**src/rtl/uart_tx_engine.sv**
```systemverilog
// uart_tx_engine: fixed 11-bit-time UART transmitter.
//
// A frame is: start (0), D0..D6, then three trailing positions that depend on
// eight/pen: {D7, parity, 1}, {D7, 1, 1}, {parity, 1, 1} or {1, 1, 1}.
// Each bit is held max(k,1) clocks; k is re-sampled at every bit-time reload.
//
// Optional feature: define UART_TX_PARITY_EN to enable parity generation.
// When undefined, pen and ohel are ignored and frames are built as if pen=0.
//
// Ports:
//   clk      - system clock
//   reset    - asynchronous active-low reset
//   load     - single-cycle transmit request (honoured only while txrdy=1)
//   out_port - byte to transmit
//   k        - clocks per bit time (0 behaves as 1)
//   eight    - 1 = 8 data bits, 0 = 7 data bits
//   pen      - parity enable
//   ohel     - parity select, 1 = odd, 0 = even
//   tx       - serial line, idle high
//   txrdy    - high while idle and able to accept load
module uart_tx_engine #(
  parameter int unsigned BAUD_W = 19
) (
  input  logic              clk,
  input  logic              reset,
  input  logic              load,
  input  logic [7:0]        out_port,
  input  logic [BAUD_W-1:0] k,
  input  logic              eight,
  input  logic              pen,
  input  logic              ohel,
  output logic              tx,
  output logic              txrdy
);

  localparam logic [0:0] ST_IDLE  = 1'b0;
  localparam logic [0:0] ST_SHIFT = 1'b1;

  localparam logic [3:0] LAST_BIT = 4'd10;

  logic [0:0]        state_q, state_d;
  logic [10:0]       frame_q, frame_d;
  logic [3:0]        bit_cnt_q, bit_cnt_d;
  logic [BAUD_W-1:0] baud_cnt_q, baud_cnt_d;

  logic              pen_eff;
  logic              parity;
  logic [2:0]        frame_top;
  logic [10:0]       frame_load;
  logic [BAUD_W-1:0] baud_reload;

`ifdef UART_TX_PARITY_EN
  assign pen_eff = pen;
  // XOR over the transmitted data bits only; D7 contributes only in 8-bit mode.
  assign parity  = (^out_port[6:0]) ^ (eight & out_port[7]) ^ ohel;
`else
  logic unused_parity_cfg;
  assign unused_parity_cfg = pen ^ ohel;
  assign pen_eff = 1'b0;
  assign parity  = 1'b1;
`endif

  // Counter counts down to zero, so a bit lasts reload+1 clocks; k=0 maps to 1 clock.
  assign baud_reload = (k == '0) ? '0 : k - {{(BAUD_W-1){1'b0}}, 1'b1};

  // Trailing frame positions, listed as {bit10, bit9, bit8}.
  always_comb begin
    frame_top = 3'b111;
    case ({eight, pen_eff})
      2'b11:   frame_top = {1'b1, parity, out_port[7]};
      2'b10:   frame_top = {1'b1, 1'b1, out_port[7]};
      2'b01:   frame_top = {1'b1, 1'b1, parity};
      default: frame_top = 3'b111;
    endcase
  end

  assign frame_load = {frame_top, out_port[6:0], 1'b0};

  always_comb begin
    state_d    = state_q;
    frame_d    = frame_q;
    bit_cnt_d  = bit_cnt_q;
    baud_cnt_d = baud_cnt_q;
    case (state_q)
      ST_IDLE: begin
        if (load) begin
          state_d    = ST_SHIFT;
          frame_d    = frame_load;
          bit_cnt_d  = 4'd0;
          baud_cnt_d = baud_reload;
        end
      end
      ST_SHIFT: begin
        if (baud_cnt_q == '0) begin
          if (bit_cnt_q == LAST_BIT) begin
            state_d    = ST_IDLE;
            frame_d    = '1;
            bit_cnt_d  = 4'd0;
            baud_cnt_d = '0;
          end else begin
            frame_d    = {1'b1, frame_q[10:1]};
            bit_cnt_d  = bit_cnt_q + 4'd1;
            baud_cnt_d = baud_reload;
          end
        end else begin
          baud_cnt_d = baud_cnt_q - {{(BAUD_W-1){1'b0}}, 1'b1};
        end
      end
      default: begin
        state_d    = ST_IDLE;
        frame_d    = '1;
        bit_cnt_d  = 4'd0;
        baud_cnt_d = '0;
      end
    endcase
  end

  always_ff @(posedge clk or negedge reset) begin
    if (!reset) begin
      state_q    <= ST_IDLE;
      frame_q    <= '1;
      bit_cnt_q  <= 4'd0;
      baud_cnt_q <= '0;
    end else begin
      state_q    <= state_d;
      frame_q    <= frame_d;
      bit_cnt_q  <= bit_cnt_d;
      baud_cnt_q <= baud_cnt_d;
    end
  end

  // Frame register idles at all 1s, so tx comes straight from a flop: no glitches,
  // and reset drives it high immediately.
  assign tx    = frame_q[0];
  assign txrdy = (state_q == ST_IDLE);

endmodule

```
**config.mk**
```make
export PLATFORM = sky130hd
export DESIGN_NAME = uart_tx_engine
export DESIGN_NICKNAME = d
export VERILOG_FILES = /design/src/rtl/uart_tx_engine.sv
export SDC_FILE = /design/constraint.sdc
export NUM_CORES = 1
export LEC_CHECK = 0
export ABC_CLOCK_PERIOD_IN_PS = 2200
export CORE_MARGIN = 1
export CORE_UTILIZATION = 56
export CTS_CLUSTER_SIZE = 20
export DETAILED_ROUTE_END_ITERATION = 7
export GPL_ROUTABILITY_DRIVEN = 0
export PLACE_DENSITY = 0.82
export SLEW_MARGIN = 20
export SYNTH_ARGS = -nofsm -noshare
export SYNTH_HDL_FRONTEND = slang
export SYNTH_SLANG_ARGS = --single-unit
```
**constraint.sdc**
```tcl
create_clock -name clk -period 2.2 [get_ports clk]
set_input_delay 0.66 -clock clk [delete_from_list [all_inputs] [get_ports clk]]
set_output_delay 0.66 -clock clk [all_outputs]
set_load 0.02 [all_outputs]
```
==> results of run 1 <==
[per-stage QoR]
step | power, mW | hold WS [ns] | instance area, um2 | instances
after floorplan | 1.589 | 0.3644 | 2763 | 312
after global placement | 1.833 | 0.4994 | 3493 | 449
after detailed placement | 1.876 | 0.5036 | 3493 | 449
after CTS | 2.476 | 0.5133 | 3696 | 462
after global routing | 2.698 | 0.5369 | 3880 | 465
final | 2.558 | 0.5149 | 3880 | 465
[routing by layer]
layer  wire length [um]  share of wire
met5                  0              0
met4                372          0.044
met3                619          0.073
met2               4181           0.49
met1               3287           0.39
[worst register-to-register path: cells and delay by family, from the launching register on]
family	cells	cell delay (ns)
buf+inv	2	0.32
flops	1	0.48
simple gates	3	0.99
compound gates	2	0.27
[worst max-delay path by stage]
stage / end / slack [ns] / cells after the start
floorplan: baud_cnt_q[16]$_DFFE_PN0P_ / 0.02 / 7
global placement: baud_cnt_q[8]$_DFFE_PN0P_ / -0.49 / 8
detailed placement: baud_cnt_q[8]$_DFFE_PN0P_ / -0.54 / 8
CTS: baud_cnt_q[16]$_DFFE_PN0P_ / -0.05 / 8
global route: baud_cnt_q[13]$_DFFE_PN0P_ / -0.02 / 9
finish: baud_cnt_q[16]$_DFFE_PN0P_ / 0.05 / 7
[report_power, final]
part | total [mW] | leakage [nW] | switching [mW] | internal (mW)
clock | 0.599 | 0.0645 | 0.240 | 0.359
sequential | 1.04 | 0.378 | 0.261 | 0.776
combinational | 0.922 | 1.12 | 0.448 | 0.474
total | 2.56 | 1.57 | 0.950 | 1.61
[cells in the mapped netlist, types with 5 or more instances]
library cell,number
o221ai_2,5
nor2_1,33
nor2b_1,5
or3_1,5
nand3_1,12
a31oi_1,9
ha_1,5
inv_1,7
nor4_1,6
dfstp_2,9
xor2_1,9
nor3_1,11
a21oi_1,23
xnor2_1,8
o21ai_0,11
clkbuf_1,12
dfrtp_1,24
nand2_1,19
mux2_1,7
[layout by cell type, fill, tap and decap left out, drive strengths merged, types with 5 or more instances in the layout]
cell type,instances
o221ai,5
nand3,12
dlygate4sd2,6
nor2,34
ha,5
xnor2,8
clkdlybuf4s50,16
nor4,13
clkbuf,10
xor2,9
or3,5
dfrtp,24
a21oi,23
dlymetal6s2s,6
or4,7
buf,66
nand2,19
nor3,15
mux2,7
o21ai,15
nor2b,5
dfstp,9
a31oi,9
inv,7
[final cells by class]
class,count,area [um2]
Clock buffer,7,118.9
Tap cell,67,83.83
Sequential cell,33,837.1
Clock inverter,1,5.005
Timing Repair Buffer,98,823.3
Multi-Input combinational cell,251,1982
Fill cell,284,843.3
Inverter,8,30.03
[sequential cells by signal, summed over array words and instances, names as in the netlist]
name / cells
baud_cnt_q: 19
bit_cnt_q: 4
frame_q: 9
state_q: 1
[cells by family after synthesis]
| family | count (synthesis) |
|---|---|
| AO/OA/AOI/OAI | 87 |
| adder cells (fa/ha/maj) | 5 |
| flip-flops | 33 |
| XOR/XNOR | 17 |
| buffers and inverters | 28 |
| multiplexers | 10 |
| AND/OR/NAND/NOR | 132 |
[what timing repair did]
action                     4_1_cts  5_1_grt
pin swaps                       10       17
hold buffers                     0        0
setup endpoints to repair       19       19
hold endpoints to repair         0        0
gates resized for setup         22       46
setup buffers                    5        3
==> metrics.md, run 1 <==
| Metric | Value |
|---|---|
| Fin crit share | 0.9789 |
| Compound-Gate Fraction of Synth Area | 0.2273 |
| Synth cell types | 67 |
| Synth Area in Simple Gates | 0.3026 |
| CP bufs+invs | 2 |
| Dpl ws | -0.5386 ns |
| Tot GR Track Use | 0.3189 |
| Hold EP | frame_q[8]$_DFFE_PN1P_ |
| Hold Fails Final Rpt | 0 |
| CP arrival | 2.33 ns |
| Setup Skew | 0.005654 ns |
| I/O pins | 35 |
| CTS Buf Count | 5 |
| DRT iter0 DRCs | 284 |
| Worst r2r src | baud_cnt_q[9]$_DFFE_PN0P_ |
| Final setup fails | 0 |
| Hold path start | frame_q[8]$_DFFE_PN1P_ |
| Vias | 2,975 |
| ANT cells | 0 |
| CTS tree | done |
| Post-Synth XOR/XNOR Area | 0.05399 |
| Slowest-stage cell, CP | or4b_4 |
| Synth Area in Adders | 0.02269 |
| Share of layout cells above drive strength 1 | 0.3693 |
| Maxcap violations | 0 |
| Peak VDD IR | 376.6 uV |
| Leakage power total | 1.567 nW |
| Reg2Reg Setup Slack | 0.05 ns |
| Setup ws final | 0.04652 ns |
| Post-DP HPWL | 5596 um |
| CTS clock-pin slew for the worst setup and hold paths | 0.07 ns |
| Max-slew headroom | 0.6993 |
| Worst Max-Slew Pin Slew | 0.4476 ns |
| Initial antenna violation count | 0 |
| Delay-heaviest family, CP | simple AND/OR/NAND/NOR gates |
| PwrDens | 659.3 nW/um2 |
| Critical path endpoint category | flop |
| WS Path Type | input pin to flop |
| Sequential fraction of the synthesis area | 0.3035 |
| Initial Util | 0.5838 |
| Setup crit start kind | input pin |
| Final setup TNS | 0 ns |
| Drt pass-1 iters | 5 |
| Fmax | 464.4 MHz |
| Largest net degree at the start of global routing | 34 |
| Ys flop type | dfrtp_1 |
| Num rows | 25 |
| Minimum clock period | 2.153 ns |
| Final nets | 435 |
| DRT antenna net count | 0 |
| GR Layer Usage met1 | 0.3832 |
| Global route hottest layer | met2 |
| Largest cells by area after synthesis | dfrtp_1 22%, dfstp_2 8.6%, nor2_1 4.5% |
| Full die area | 5209 um2 |
| TritonCTS Sinks | 33 |
| Post-Synthesis Cells | 312 |
| Crit. Startpoint | k[8] |
| Post-synthesis mux area share | 0.03947 |
| Hold Crit Class | flop to flop |
| Layout area overhead | 40.70% |
| YS warnings | 0 |
| WL final | 8460 um |
| H-tree depth | 2 |
| FF+latch count, synth | 33 |
| Status | finished clean |
| Final Util | 0.8215 |
| Crit-path cells | clkdlybuf4s50_1 > nor2_2 > nand4_1 > buf_6 > or4b_4 > o2111ai_4 > a21oi_2 |
| Largest family of logic cells by synthesized area | simple AND/OR/NAND/NOR gates |
| Synth Area per Inst | 8.839 um2 |
| Clock latency on the worst-skew pair | 0.30 ns |
| Core Box Area | 4723 um2 |
| Worst reg2reg path depth | 7 |
| EDFF count, synth | 0 |
| Gr ovfl total | 0 |
| Final Max Slew Viols | 0 |
| Worst Path Max Fanout | 5 |
| Clk root buf | clkbuf_8 |
| Leading area contributor after synthesis | dfrtp_1 |
| CP max stage delay | 0.54 ns |
| Post-route DRC | 0 |
| CTS max path bufs | 2 |
| Reg2reg end | baud_cnt_q[6]$_DFFE_PN0P_ |
| Net Count, Synth | 350 |
| Die Width | 72.18 um |
| Routed WL per cell | 18.19 um |
| Die Height | 72.18 um |
| Avg Vias per Cell | 6.398 |
| Vias in the first global route | 2,733 |
| Synth top area share | 0.2178 |
| Port bufs | 32 |
| Met2 GRT Util | 0.5327 |
| First-pass GRT wire length | 12,820 um |
| M3 GR Usage | 0.07500 |
| Mapped Area | 2758 um2 |
| Async SR Flop Fraction | 1.000 |
| CP required | 2.38 ns |
| Worst Hold Depth | 2 |
Power figures use the tool's default switching activity.
==> run 2: changes to the inputs <==
--- a/config.mk
+++ b/config.mk
@@ -8,7 +8,7 @@
 export ABC_CLOCK_PERIOD_IN_PS = 2200
 export CORE_MARGIN = 1
 export CORE_UTILIZATION = 56
-export CTS_CLUSTER_SIZE = 20
+export CTS_CLUSTER_SIZE = 25
 export DETAILED_ROUTE_END_ITERATION = 7
 export GPL_ROUTABILITY_DRIVEN = 0
 export PLACE_DENSITY = 0.82
==> results of run 2 <==
Same layout as run 1: the final DEF is identical, and so are final timing and power.
